## src/rtl/mac_seq.sv

```systemverilog
// mac_seq: operand sequencer feeding the 8-bit MAC stage.
// Streams W*x one row at a time: HOLD_CYC cycles with mac_en high, then
// GAP_CYC cycles low so the MAC clears its accumulator before the next row.
// Optional build macro: MAC_SEQ_CONT_EN (adds the cont input for back-to-back
// frames; when undefined every frame returns to IDLE).
//
// state | meaning
// ------+-----------------------------------------------------------
// IDLE  | waiting for start; host writes to W/x are accepted
// RUN   | mac_en high, k walks 0..HOLD_CYC-1, operands valid for k<VEC_LEN
// GAP   | mac_en low for GAP_CYC cycles, addr holds the finished row
// DONE  | one-cycle done pulse, then IDLE (or RUN again when cont latched)
module mac_seq #(
  parameter int DATA_W   = 8,
  parameter int VEC_LEN  = 8,
  parameter int HOLD_CYC = 10,
  parameter int GAP_CYC  = 2
) (
  input  logic              clk,
  input  logic              rst,
`ifdef MAC_SEQ_CONT_EN
  input  logic              cont,
`endif
  input  logic              wr_en,
  input  logic              wr_sel,
  input  logic [5:0]        wr_addr,
  input  logic [DATA_W-1:0] wr_data,
  input  logic              start,
  output logic              busy,
  output logic              done,
  output logic [DATA_W-1:0] a,
  output logic [DATA_W-1:0] b,
  output logic              mac_en,
  output logic [2:0]        addr
);

  // k must be able to reach HOLD_CYC so the RUN increment never wraps early
  localparam int KW = $clog2(HOLD_CYC + 1);
  localparam int GW = $clog2(GAP_CYC + 1);
  localparam logic [KW-1:0] K_LAST   = KW'(HOLD_CYC - 1);
  localparam logic [KW-1:0] K_VEC    = KW'(VEC_LEN);
  localparam logic [GW-1:0] GAP_LOAD = GW'(GAP_CYC - 1);
  localparam logic [2:0]    ROW_LAST = 3'(VEC_LEN - 1);

  typedef enum logic [1:0] {S_IDLE, S_RUN, S_GAP, S_DONE} state_t;

  state_t            state_q, state_d;
  logic [2:0]        row_q, row_d;
  logic [KW-1:0]     k_q, k_d;
  logic [GW-1:0]     gap_q, gap_d;
  logic              cont_q, cont_d;
  logic              cont_in;

  logic              busy_d, done_d, mac_en_d;
  logic [DATA_W-1:0] a_d, b_d;
  logic [2:0]        addr_d;

  logic [DATA_W-1:0] w_mem [64];
  logic [DATA_W-1:0] x_mem [8];

`ifdef MAC_SEQ_CONT_EN
  assign cont_in = cont;
`else
  assign cont_in = 1'b0;
`endif

  // Host write port; storage is deliberately not reset, writes only land in IDLE
  always_ff @(posedge clk) begin
    if (wr_en && rst && (state_q == S_IDLE)) begin
      if (wr_sel) x_mem[wr_addr[2:0]] <= wr_data;
      else        w_mem[wr_addr]      <= wr_data;
    end
  end

  // State and sequencing counters
  always_ff @(posedge clk or negedge rst) begin
    if (!rst) begin
      state_q <= S_IDLE;
      row_q   <= '0;
      k_q     <= '0;
      gap_q   <= '0;
      cont_q  <= 1'b0;
    end else begin
      state_q <= state_d;
      row_q   <= row_d;
      k_q     <= k_d;
      gap_q   <= gap_d;
      cont_q  <= cont_d;
    end
  end

  // Next-state and counter update; the gap timer is a down-counter ending at zero
  always_comb begin
    state_d = state_q;
    row_d   = row_q;
    k_d     = k_q;
    gap_d   = gap_q;
    cont_d  = cont_q;
    case (state_q)
      S_IDLE: begin
        if (start) begin
          state_d = S_RUN;
          row_d   = '0;
          k_d     = '0;
        end
      end
      S_RUN: begin
        k_d = k_q + 1'b1;
        if (k_q == K_LAST) begin
          state_d = S_GAP;
          gap_d   = GAP_LOAD;
        end
      end
      S_GAP: begin
        if (gap_q == '0) begin
          if (row_q == ROW_LAST) begin
            state_d = S_DONE;
            cont_d  = cont_in;
          end else begin
            state_d = S_RUN;
            row_d   = row_q + 1'b1;
            k_d     = '0;
          end
        end else begin
          gap_d = gap_q - 1'b1;
        end
      end
      S_DONE: begin
        cont_d = 1'b0;
        if (cont_q) begin
          state_d = S_RUN;
          row_d   = '0;
          k_d     = '0;
        end else begin
          state_d = S_IDLE;
        end
      end
      default: state_d = S_IDLE;
    endcase
  end

  // Output decode from the current state; registered below, so outputs lag state by one cycle
  always_comb begin
    busy_d   = 1'b0;
    done_d   = 1'b0;
    mac_en_d = 1'b0;
    a_d      = '0;
    b_d      = '0;
    addr_d   = '0;
    case (state_q)
      S_RUN: begin
        busy_d   = 1'b1;
        mac_en_d = 1'b1;
        addr_d   = row_q;
        if (k_q < K_VEC) begin
          a_d = w_mem[{row_q, k_q[2:0]}];
          b_d = x_mem[k_q[2:0]];
        end
      end
      S_GAP: begin
        busy_d = 1'b1;
        addr_d = row_q;
      end
      S_DONE: begin
        busy_d = 1'b1;
        done_d = 1'b1;
        addr_d = row_q;
      end
      default: ;
    endcase
  end

  // Output registers; async reset forces mac_en low at once so the MAC clears
  always_ff @(posedge clk or negedge rst) begin
    if (!rst) begin
      busy   <= 1'b0;
      done   <= 1'b0;
      mac_en <= 1'b0;
      a      <= '0;
      b      <= '0;
      addr   <= '0;
    end else begin
      busy   <= busy_d;
      done   <= done_d;
      mac_en <= mac_en_d;
      a      <= a_d;
      b      <= b_d;
      addr   <= addr_d;
    end
  end

endmodule

```

## config.mk

```make
export PLATFORM = sky130hd
export DESIGN_NAME = mac_seq
export DESIGN_NICKNAME = d
export VERILOG_FILES = /design/src/rtl/mac_seq.sv
export SDC_FILE = /design/constraint.sdc
export NUM_CORES = 1
export LEC_CHECK = 0
export ABC_AREA = 1
export BUFFER_PORTS_ARGS = -buffer_cell sky130_fd_sc_hd__buf_2
export CAP_MARGIN = 30
export CORE_ASPECT_RATIO = 1.5
export CORE_UTILIZATION = 45
export CTS_CLUSTER_SIZE = 14
export DETAILED_ROUTE_END_ITERATION = 7
export RECOVER_POWER = 50
export SETUP_SLACK_MARGIN = 0.05
export SLEW_MARGIN = 10
export SYNTH_ARGS = -nofsm -noshare
export SYNTH_HDL_FRONTEND = slang
export SYNTH_SLANG_ARGS = --single-unit
```

## constraint.sdc

```tcl
create_clock -name clk -period 2.1 [get_ports clk]
set_input_delay 0.315 -clock clk [delete_from_list [all_inputs] [get_ports clk]]
set_output_delay 0.315 -clock clk [all_outputs]
set_load 0.005 [all_outputs]
```

==> summary.txt, run 1 <==
Status
  • Result of the run: finished, violations left
  • Violations in the final reports: DRC, capacitance limit, slew limit

Global routing
  • Pin count of the biggest net entering global routing: 74
  • First-pass GRT wire length: 94,300 µm
  • Final global-route overflow total: 0
  • Initial antenna violation count: 0
  • Global-route usage over all layers: 0.224
  • Number of global-route vias before repair: 16,000

Synth
  • Number of flops mapped to enable cells by yosys: 576
  • Number of distinct standard cells referenced by the synthesized netlist: 25
  • Share of the yosys chip area belonging to registers: 0.734
  • Most used standard cell by instance count after synthesis: sky130_fd_sc_hd__nand2_1
  • Synth Cell Area: 24,700 µm²
  • Ranking of synthesized cells by area: sky130_fd_sc_hd__edfxtp_1 (70%), sky130_fd_sc_hd__nand2_1 (9.9%), sky130_fd_sc_hd__nand3_1 (9.0%)
  • Top cells by count, synth: sky130_fd_sc_hd__nand2_1 (649), sky130_fd_sc_hd__edfxtp_1 (576), sky130_fd_sc_hd__nand3_1 (446)
  • Net Count, Synth: 2,113
  • Flops & latches, synth: 609
  • Post-synthesis cell type with the largest combined area: sky130_fd_sc_hd__edfxtp_1
  • Average cell area after synthesis: 11.9 µm²
  • Synth Instances: 2,084
  • Count of warnings emitted by yosys: 0
  • Share of the synthesized area in the top cell type: 0.700
  • Ys flop type: sky130_fd_sc_hd__edfxtp_1
  • Post-synthesis async set-or-reset flop share: 0.0542

Worst setup path
  • Kind of start point of the critical path: flop
  • Capturing point of the worst reg2reg path: a[4]
  • FF-to-FF Start: k_q[0]
  • Depth of the most critical reg-to-reg path: 10
  • Register-to-register path setup slack: 0.09 ns
  • Worst-path maximum fanout: 32
  • Timing endpoint of the critical path: a[4]
  • Signal arrival time at the worst endpoint: 2.52 ns
  • First element of the critical path: k_q[0]
  • Category of the worst setup path capture point: flop
  • Start-to-end type of the worst setup path: reg2reg
  • Critical path required time: 2.61 ns

Placement
  • Port Buf Inserts: 40
  • Detailed Place HPWL: 37,900 µm
  • Final weighted congestion of routability-driven global placement: 0.910

Pwr
  • Net Switching: 11.2 mW
  • Fraction of power spent switching nets: 0.336
  • Sequential share of power: 0.412
  • Peak supply drop: 0.000797 V
  • Leakage power: 10.4 nW
  • Power density normalized to cell area: 1170 nW/µm²
  • Total internal power: 22.1 mW
  • Power share of the clock group: 0.287
  • Proportion of power drawn by combinational gates: 0.301

CTS
  • Clock root buffer: sky130_fd_sc_hd__clkbuf_16
  • Longest Clk Path Bufs: 3
  • CTS tree: done
  • Number of H-tree levels: 2
  • Clock-pin slew on the worst setup and hold paths: 0.07 ns
  • CTS Buf Count: 54
  • Clock latency on the worst-skew pair: 0.59 ns
  • Clock sinks: 609

Layout
  • Area added between synthesis and finish: 15.0%
  • Final net count: 2,235
  • Sequential cell area: 18,100 µm²
  • Fraction of layout cells with a size suffix above 1: 0.129
  • Area occupied by multi-input gates: 5870 µm²
  • Number of filler instances in the final layout: 4,497
  • # diodes: 0
  • Final Core Density: 0.526

STA
  • Max Clock Freq: 0.498 GHz
  • Slew at the pin closest to its max-slew limit: 2.06 ns
  • Final setup viols: 0
  • Hold violation total from the final report: 0
  • Setup repair after global routing missed its margin: true
  • Remaining max-slew budget at the tightest pin: -0.371
  • Setup TNS: 0 ns
  • Time the final worst path needs with I/O delays and setup: 2.01 ns
  • Post-route fraction of the period consumed by the critical path: 0.957
  • Worst clock skew: 0.00782 ns
  • Final number of max-transition violations: 540

Worst hold path
  • Hold WC Path Type: in2reg
  • Min-delay src: start

Route
  • Post-detailed-route DRC marker count: 2
  • Number of design-rule violations left by the first detailed-router iteration: 1,356
  • DR vias/cell: 5.49
  • Mean routed wirelength per cell: 21.3 µm
  • Total iterations of the first detailed-routing run: 7
  • Wire length reported by the detailed router: 62,500 µm
  • Count of antenna-violating nets left after detailed routing: 0
  • Via count: 16,100

Die
  • Height of the chip: 289 µm
  • Core Rows: 104
  • Area enclosed by the die boundary: 55,800 µm²
  • Die width: 193 µm
  • Initial core utilization: 0.457
  • Number of I/O pins: 41
  • Std-Cell Core Area: 54,000 µm²

Job
  • Number of max-cap violations: 8
==> per-layer routing <==
metal / GRT usage / share of wire
met1: 0.277 / 0.39
met2: 0.402 / 0.52
met3: 0.0244 / 0.055
met4: 0.0922 / 0.035
met5: 0 / 0
==> logic make-up after synthesis <==
family          synth area share
compound gates            0.0170
xor+xnor                0.000355
fa+ha+maj                0.00507
buf+inv                   0.0315
flops                      0.734
simple gates               0.212
==> power groups by stage <==
stage               logic [mW]  registers, mW  clock network, mW
finish                    10.0           13.7               9.56
global placement          9.68           14.0                  0
floorplan                 6.58           13.9                  0
detailed placement        9.78           14.0                  0
CTS                       9.88           13.7               9.74
global route              11.1           13.7               10.1
==> registers in the layout (all words and copies together) (netlist names) <==
signal / count
addr: 3
b: 8
gap_q: 2
busy: 1
w_mem: 512
mac_en: 1
state_q: 2
done: 1
k_q: 4
x_mem: 64
a: 8
row_q: 3
==> worst min-delay path by stage <==
stage / endpoint / slack [ns] / depth (start not counted)
after CTS: state_q[1] / 0.17 / 5
after global routing: state_q[1] / 0.23 / 5
after global placement: mac_en / 0.42 / 2
after floorplan: a[0] / 0.02 / 0
after detailed placement: b[0] / 0.44 / 2
final: state_q[1] / 0.19 / 5
==> layout by cell type, fill, tap and decap left out, types with 8 or more instances in the layout <==
cell type                     n
sky130_fd_sc_hd__a21oi_1     13
sky130_fd_sc_hd__a31oi_1      8
sky130_fd_sc_hd__buf_12      26
sky130_fd_sc_hd__buf_2       36
sky130_fd_sc_hd__buf_4       99
sky130_fd_sc_hd__buf_6        9
sky130_fd_sc_hd__clkbuf_1    25
sky130_fd_sc_hd__clkbuf_16   58
sky130_fd_sc_hd__clkbuf_2     9
sky130_fd_sc_hd__clkinv_1     9
sky130_fd_sc_hd__clkinv_2    10
sky130_fd_sc_hd__dfrtp_1     30
sky130_fd_sc_hd__edfxtp_1   576
sky130_fd_sc_hd__ha_1         9
sky130_fd_sc_hd__inv_1       16
sky130_fd_sc_hd__nand2_1    649
sky130_fd_sc_hd__nand3_1    445
sky130_fd_sc_hd__nand4_1     10
sky130_fd_sc_hd__nor2_1     101
sky130_fd_sc_hd__nor2_2      18
sky130_fd_sc_hd__nor4_1       8
sky130_fd_sc_hd__o21ai_0     47
sky130_fd_sc_hd__o22ai_1     10
==> area by class of cell <==
type                            count  area share
Inverter                           24     0.00352
Sequential cell                   609       0.638
Tap cell                          689      0.0303
Timing Repair Buffer              192      0.0616
Multi-Input combinational cell   1325       0.207
Clock inverter                     18     0.00388
Clock buffer                       82      0.0560
==> stage by stage <==
stage / hold slack [ns] / worst slack (ns) / std cells / instance area, µm² / power (mW)
global placement: 0.425 / -0.0150 / 2834 / 26700 / 23.6
CTS: 0.166 / 0.0544 / 2937 / 28400 / 33.3
global route: 0.232 / 0.0302 / 2939 / 28400 / 34.9
detailed placement: 0.436 / -0.0408 / 2834 / 26700 / 23.7
finish: 0.193 / 0.0912 / 2939 / 28400 / 33.3
floorplan: 0.0194 / -0.0730 / 2084 / 24700 / 20.5
==> timing repair <==
item | 4_1_cts | 5_1_grt
gates cloned | 0 | 1
hold buffers | 1 | 0
hold endpoints to repair | 33 | 0
setup buffers | 2 | 1
resized for setup | 5 | 26
setup endpoints to repair | 512 | 517
pin swaps | 2 | 1
==> worst max-delay path: stages (launching register included) <==
cell and delay (ns):
sky130_fd_sc_hd__dfrtp_4 0.52, sky130_fd_sc_hd__inv_8 0.17, sky130_fd_sc_hd__buf_12 0.21, sky130_fd_sc_hd__nand2_1 0.08, sky130_fd_sc_hd__nand3_1 0.07, sky130_fd_sc_hd__nand3_1 0.13
sky130_fd_sc_hd__nand2_1 0.15, sky130_fd_sc_hd__nand2_1 0.06, sky130_fd_sc_hd__nand3_1 0.12, sky130_fd_sc_hd__nand3_1 0.18, sky130_fd_sc_hd__a21oi_1 0.21
No activity file was read; power rests on OpenSTA's default activity.
==> inputs of run 2 (changes only) <==
--- a/config.mk
+++ b/config.mk
@@ -9,9 +9,10 @@
 export BUFFER_PORTS_ARGS = -buffer_cell sky130_fd_sc_hd__buf_2
 export CAP_MARGIN = 30
 export CORE_ASPECT_RATIO = 1.5
-export CORE_UTILIZATION = 45
+export CORE_UTILIZATION = 50
 export CTS_CLUSTER_SIZE = 14
 export DETAILED_ROUTE_END_ITERATION = 7
+export PLACE_DENSITY = 0.68
 export RECOVER_POWER = 50
 export SETUP_SLACK_MARGIN = 0.05
 export SLEW_MARGIN = 10
==> run 2 against run 1 <==
The flow finishes with violations (capacitance limit, slew limit). Total power increased by 1.5%. Critical path depth decreased by 1. Non-clock buffer count increased by 7. Critical endpoint is now w_mem[23][1]. Largest power group unchanged.
==> summary.txt, run 2 (synthesized netlist as in run 1, its figures left out) <==
Status
  • Result of the run: finished, violations left
  • Violations in the final reports: capacitance limit, slew limit

Layout
  • Area added between synthesis and finish: 15.0%
  • Final Core Density: 0.584
  • Final net count: 2,242
  • Number of filler instances in the final layout: 3,814
  • # diodes: 0
  • Highest-count cells in the layout ignoring fill and taps: sky130_fd_sc_hd__nand2_1 (649), sky130_fd_sc_hd__edfxtp_1 (576), sky130_fd_sc_hd__nand3_1 (446), sky130_fd_sc_hd__nor2_1 (104), sky130_fd_sc_hd__buf_4 (101)
  • Fraction of layout cells with a size suffix above 1: 0.127
  • Flip-flop count of the largest register after layout: 512
  • Reg with most FFs: w_mem
  • Leading cell type in the layout, fill and taps excluded: sky130_fd_sc_hd__nand2_1
  • Post-route cell area: 28,400 µm²

Worst setup path
  • Depth of the most critical reg-to-reg path: 9
  • Kind of start point of the critical path: flop
  • Signal arrival time at the worst endpoint: 2.27 ns
  • Start-to-end type of the worst setup path: reg2reg
  • Category of the worst setup path capture point: flop
  • Register-to-register path setup slack: 0.12 ns
  • Critical path required time: 2.39 ns
  • Worst-path maximum fanout: 8
  • Capturing point of the worst reg2reg path: w_mem[23][1]
  • FF-to-FF Start: state_q[0]

STA
  • Slew at the pin closest to its max-slew limit: 1.96 ns
  • Remaining max-slew budget at the tightest pin: -0.304
  • Max Clock Freq: 0.504 GHz
  • Final setup viols: 0
  • Final number of max-transition violations: 438
  • Setup repair after global routing missed its margin: false
  • Post-route fraction of the period consumed by the critical path: 0.945
  • Worst clock skew: 0.0213 ns
  • Min setup slack post-route: 0.115 ns
  • Time the final worst path needs with I/O delays and setup: 1.98 ns
  • Hold violation total from the final report: 0

Pwr
  • Power density normalized to cell area: 1190 nW/µm²
  • Peak supply drop: 0.000819 V
  • Leakage power: 10.4 nW

Route
  • Mean routed wirelength per cell: 21.5 µm
  • DR vias/cell: 5.61
  • Wire length reported by the detailed router: 62,600 µm
  • Count of antenna-violating nets left after detailed routing: 0
  • Post-detailed-route DRC marker count: 0
  • Number of design-rule violations left by the first detailed-router iteration: 1,513
  • Total iterations of the first detailed-routing run: 5
  • Via count: 16,300

Worst hold path
  • Hold WC Path Type: in2reg
  • Hold path cells: 1
  • Hold endpoint: x_mem[7][6]
  • Min-delay src: wr_data[6]

Die
  • Initial core utilization: 0.507
  • Die width: 183 µm
  • Number of I/O pins: 41
  • Area enclosed by the die boundary: 50,300 µm²
  • Core Rows: 99
  • Std-Cell Core Area: 48,700 µm²
  • Height of the chip: 274 µm

Global routing
  • Number of global-route vias before repair: 16,100
  • First-pass GRT wire length: 91,500 µm
  • Initial antenna violation count: 0
  • Pin count of the biggest net entering global routing: 97
  • Final global-route overflow total: 0
  • Global-route usage over all layers: 0.245

Job
  • Number of max-cap violations: 6

CTS
  • CTS Buf Count: 53
  • Clock root buffer: sky130_fd_sc_hd__clkbuf_16
  • Number of H-tree levels: 2
  • Clock sinks: 609
  • Clock latency on the worst-skew pair: 0.59 ns
  • Longest Clk Path Bufs: 3
  • Clock-pin slew on the worst setup and hold paths: 0.06 ns
  • CTS tree: done

Placement
  • Minimum setup slack after placement: -0.0263 ns
  • Placement-stage cell area: 26,500 µm²
  • Port Buf Inserts: 40
  • Final weighted congestion of routability-driven global placement: 0.888
  • Detailed Place HPWL: 36,400 µm
[run 2: changes by cell type in the layout (fill, tap and decap cells not counted), sizes merged]
| cell | previous run | this run |
|---|---|---|
| buf | 174 | 173 |
| inv | 21 | 22 |
| clkinv | 19 | 21 |
| clkinvlp | 1 | 0 |
[run 2: power breakdown]
group | internal (mW) | switching, mW | leakage (nW)
Combinational | 3.64 | 7.36 | 4.03
Sequential | 13.6 | 0.167 | 5.60
Clock | 4.97 | 4.10 | 0.781
[run 2: what timing repair did]
action / 4_1_cts / 5_1_grt
hold endpoints to repair: 33 / 0
hold buffers: 1 / 0
resized for setup: 7 / 24
pin swaps: 0 / 1
cloned: 0 / 8
buffers inserted: 1 / 13
endpoints found under the setup margin: 476 / 512
[run 2: worst max-delay path by stage]
stage	start	end	cells after the start
final	state_q[0]	w_mem[23][1]	9
after global routing	state_q[1]	k_q[0]	10
after CTS	state_q[0]	w_mem[54][0]	9
after detailed placement	state_q[0]	w_mem[35][6]	9
after global placement	state_q[0]	w_mem[25][3]	9
after floorplan	state_q[0]	x_mem[0][0]	4
[run 2: layer usage]
layer  up-vias  GRT usage  share of wire
met3       135     0.0239          0.058
met2       638      0.447           0.53
met1      7923      0.287           0.37
met5         -          0              0
met4         0      0.123          0.041
li1       7602          -              -
[run 2: layout make-up]
class | instances | area [µm²] | area share
clock inverters | 19 | 115 | 0.00405
flip-flops and latches | 609 | 18100 | 0.638
clock buffers | 74 | 1470 | 0.0517
multi-input cells | 1325 | 5860 | 0.206
repair inverters | 1 | 8.76 | 0.000308
repair buffers | 199 | 1900 | 0.0668
inverters | 24 | 105 | 0.00370
well taps | 656 | 821 | 0.0289
[run 2: metrics by stage]
stage | hold slack, ns | cells | total power [mW] | setup TNS [ns]
3_5_place_dp | 0.443 | 2791 | 23.8 | -0.556
5_1_grt | 0.131 | 2907 | 35.3 | 0
4_1_cts | 0.0540 | 2886 | 32.9 | 0
2_1_floorplan | 0.0194 | 2084 | 20.5 | -35.93
3_3_place_gp | 0.429 | 2791 | 23.7 | 0
6_report | 0.125 | 2907 | 33.8 | 0
[run 2: critical path, stage by stage, from the launching register on]
cell	delay, ns
sky130_fd_sc_hd__dfrtp_1	0.39
sky130_fd_sc_hd__inv_2	0.12
sky130_fd_sc_hd__ha_4	0.16
sky130_fd_sc_hd__nand3_1	0.07
sky130_fd_sc_hd__nor2_2	0.16
sky130_fd_sc_hd__buf_6	0.14
sky130_fd_sc_hd__nand4_1	0.12
sky130_fd_sc_hd__buf_6	0.21
sky130_fd_sc_hd__nor2_1	0.13
sky130_fd_sc_hd__buf_4	0.18
==> inputs of run 3 (changes only) <==
--- a/config.mk
+++ b/config.mk
@@ -7,7 +7,7 @@
 export LEC_CHECK = 0
 export ABC_AREA = 1
 export BUFFER_PORTS_ARGS = -buffer_cell sky130_fd_sc_hd__buf_2
-export CAP_MARGIN = 30
+export CAP_MARGIN = 20
 export CORE_ASPECT_RATIO = 1.5
 export CORE_UTILIZATION = 50
 export CTS_CLUSTER_SIZE = 14
==> constraint.sdc (replaced) <==
create_clock -name clk -period 1.6 [get_ports clk]
set_input_delay 0.24 -clock clk [delete_from_list [all_inputs] [get_ports clk]]
set_output_delay 0.24 -clock clk [all_outputs]
set_load 0.005 [all_outputs]
==> run 3 against run 2 <==
The run ends with capacitance limit, slew limit, setup timing left. Total power increased by 52%. Wire length increased by 15%. Clock power grew 38%. Setup slack lost 0.49 ns. Cell count grew 3.9%. Combinational power is 91% higher.
==> summary.txt, run 3 (synthesized netlist as in run 1, its figures left out) <==
Layout
  • Flip-flop count of the largest register after layout: 512
  • Final net count: 2,353
  • Leading cell type in the layout, fill and taps excluded: sky130_fd_sc_hd__nand2_1
  • Fraction of layout cells with a size suffix above 1: 0.257
  • # diodes: 0
  • Highest-count cells in the layout ignoring fill and taps: sky130_fd_sc_hd__nand2_1 (615), sky130_fd_sc_hd__edfxtp_1 (576), sky130_fd_sc_hd__nand3_1 (382), sky130_fd_sc_hd__buf_4 (88), sky130_fd_sc_hd__buf_6 (86)
  • Reg with most FFs: w_mem
  • Area occupied by multi-input gates: 7130 µm²
  • Number of filler instances in the final layout: 3,301
  • Area added between synthesis and finish: 28.4%
  • Sequential cell area: 18,100 µm²

CTS
  • Number of H-tree levels: 2
  • Clock root buffer: sky130_fd_sc_hd__clkbuf_16
  • CTS Buf Count: 54
  • CTS tree: done
  • Clock sinks: 609
  • Clock latency on the worst-skew pair: 0.60 ns
  • Longest Clk Path Bufs: 3
  • Clock-pin slew on the worst setup and hold paths: 0.07 ns

STA
  • Hold violation total from the final report: 0
  • Max Clock Freq: 0.507 GHz
  • Min setup slack post-route: -0.374 ns
  • Time the final worst path needs with I/O delays and setup: 1.97 ns
  • Setup TNS: -153.21 ns
  • Worst clock skew: 0.0161 ns
  • Final number of max-transition violations: 438
  • Slew at the pin closest to its max-slew limit: 1.90 ns
  • Post-route fraction of the period consumed by the critical path: 1.23
  • Final setup viols: 603
  • Setup repair after global routing missed its margin: true
  • Remaining max-slew budget at the tightest pin: -0.267

Global routing
  • Final global-route overflow total: 0
  • Global-route usage over all layers: 0.283
  • Pin count of the biggest net entering global routing: 73
  • Initial antenna violation count: 0
  • Number of global-route vias before repair: 17,700
  • First-pass GRT wire length: 106,000 µm

Die
  • Die width: 183 µm
  • Initial core utilization: 0.507
  • Height of the chip: 274 µm
  • Area enclosed by the die boundary: 50,300 µm²
  • Std-Cell Core Area: 48,700 µm²
  • Number of I/O pins: 41
  • Core Rows: 99

Placement
  • Final weighted congestion of routability-driven global placement: 0.865
  • Detailed Place HPWL: 38,900 µm
  • Port Buf Inserts: 40
  • Minimum setup slack after placement: -0.458 ns

Worst setup path
  • Critical path required time: 1.90 ns
  • Worst-path maximum fanout: 8
  • Depth of the most critical reg-to-reg path: 8
  • Start-to-end type of the worst setup path: reg2reg
  • Category of the worst setup path capture point: flop
  • Signal arrival time at the worst endpoint: 2.27 ns
  • Kind of start point of the critical path: flop

Pwr
  • Peak supply drop: 0.000934 V
  • Leakage power: 11.6 nW
  • Power density normalized to cell area: 1620 nW/µm²

Route
  • Post-detailed-route DRC marker count: 0
  • Mean routed wirelength per cell: 23.7 µm
  • Number of design-rule violations left by the first detailed-router iteration: 2,078
  • Via count: 17,800
  • Total iterations of the first detailed-routing run: 6
  • Count of antenna-violating nets left after detailed routing: 0
  • DR vias/cell: 5.88
  • Wire length reported by the detailed router: 71,700 µm

Status
  • Violations in the final reports: capacitance limit, slew limit, setup timing
  • Result of the run: finished, violations left

Worst hold path
  • Hold path cells: 5
  • Hold WC Path Type: in2reg

Job
  • Number of max-cap violations: 6
[run 3: cell count changes in the layout (fill, tap and decap cells not counted), moves of 13 or more]
cell / change
sky130_fd_sc_hd__nand2_2: +31
sky130_fd_sc_hd__nand3_1: -64
sky130_fd_sc_hd__nor2_4: +66
sky130_fd_sc_hd__o21ai_1: +20
sky130_fd_sc_hd__nand3_2: +56
sky130_fd_sc_hd__nor2_1: -59
sky130_fd_sc_hd__buf_4: -13
sky130_fd_sc_hd__buf_12: +27
sky130_fd_sc_hd__nand2_1: -34
sky130_fd_sc_hd__buf_6: +76
sky130_fd_sc_hd__buf_16: +16
sky130_fd_sc_hd__o21ai_0: -33
[run 3: routing by layer]
layer,part of all wire,track usage,vias to the layer above
met4,0.057,0.155,0
met1,0.36,0.333,8712
li1,-,-,7862
met5,0,0,-
met2,0.51,0.498,957
met3,0.072,0.0414,246
[run 3: repair_timing]
item,4_1_cts,5_1_grt
pin swaps,53,31
endpoints found under the setup margin,603,603
buffers inserted,31,10
hold endpoints to repair,33,0
hold buffers,1,0
cloned,24,2
gates resized for setup,344,120
[run 3: cell type report]
class | instances | area share
clock inverters | 22 | 0.00631
flip-flops and latches | 609 | 0.572
repair buffers | 308 | 0.120
multi-input cells | 1325 | 0.225
clock buffers | 75 | 0.0457
well taps | 656 | 0.0259
repair inverters | 2 | 0.00146
inverters | 24 | 0.00375
[run 3: worst max-delay path, cell delays in order (launching register included)]
cell and delay [ns]:
sky130_fd_sc_hd__dfrtp_1 0.40, sky130_fd_sc_hd__inv_2 0.09, sky130_fd_sc_hd__ha_4 0.14, sky130_fd_sc_hd__nand3_4 0.07, sky130_fd_sc_hd__nor2_4 0.19, sky130_fd_sc_hd__nand4_1 0.26, sky130_fd_sc_hd__buf_6 0.24, sky130_fd_sc_hd__nor2_4 0.12
sky130_fd_sc_hd__buf_6 0.15
[run 3: worst paths after layout]
| kind | from | endpoint | slack, ns |
|---|---|---|---|
| setup / recovery | state_q[1] | w_mem[16][1] | -0.37 |
| hold / removal | start | state_q[1] | 0.08 |
| setup reg to reg | state_q[1] | w_mem[16][1] | -0.37 |
| hold reg to reg | gap_q[1] | gap_q[1] | 0.51 |
| max in group asynchronous | rst | k_q[1] | 0.70 |
| min in group asynchronous | rst | done | 0.48 |
[run 3: metrics by stage]
step           std cells  hold WS, ns   util  cell area, µm²  total power, mW
2_1_floorplan       2084      -0.0556      -           24900             26.9
3_3_place_gp        2858        0.453  0.559           27200             32.2
3_5_place_dp        2858        0.450  0.559           27200             32.5
4_1_cts             3011       0.0651  0.641           31200             49.8
5_1_grt             3021        0.115  0.651           31700             53.3
6_report            3021       0.0842  0.651           31700             51.4
[run 3: power by group]
group	leakage, nW	switching (mW)	internal [mW]
sequential	5.60	0.236	17.8
clock	0.799	5.66	6.81
combinational	5.23	12.3	8.64
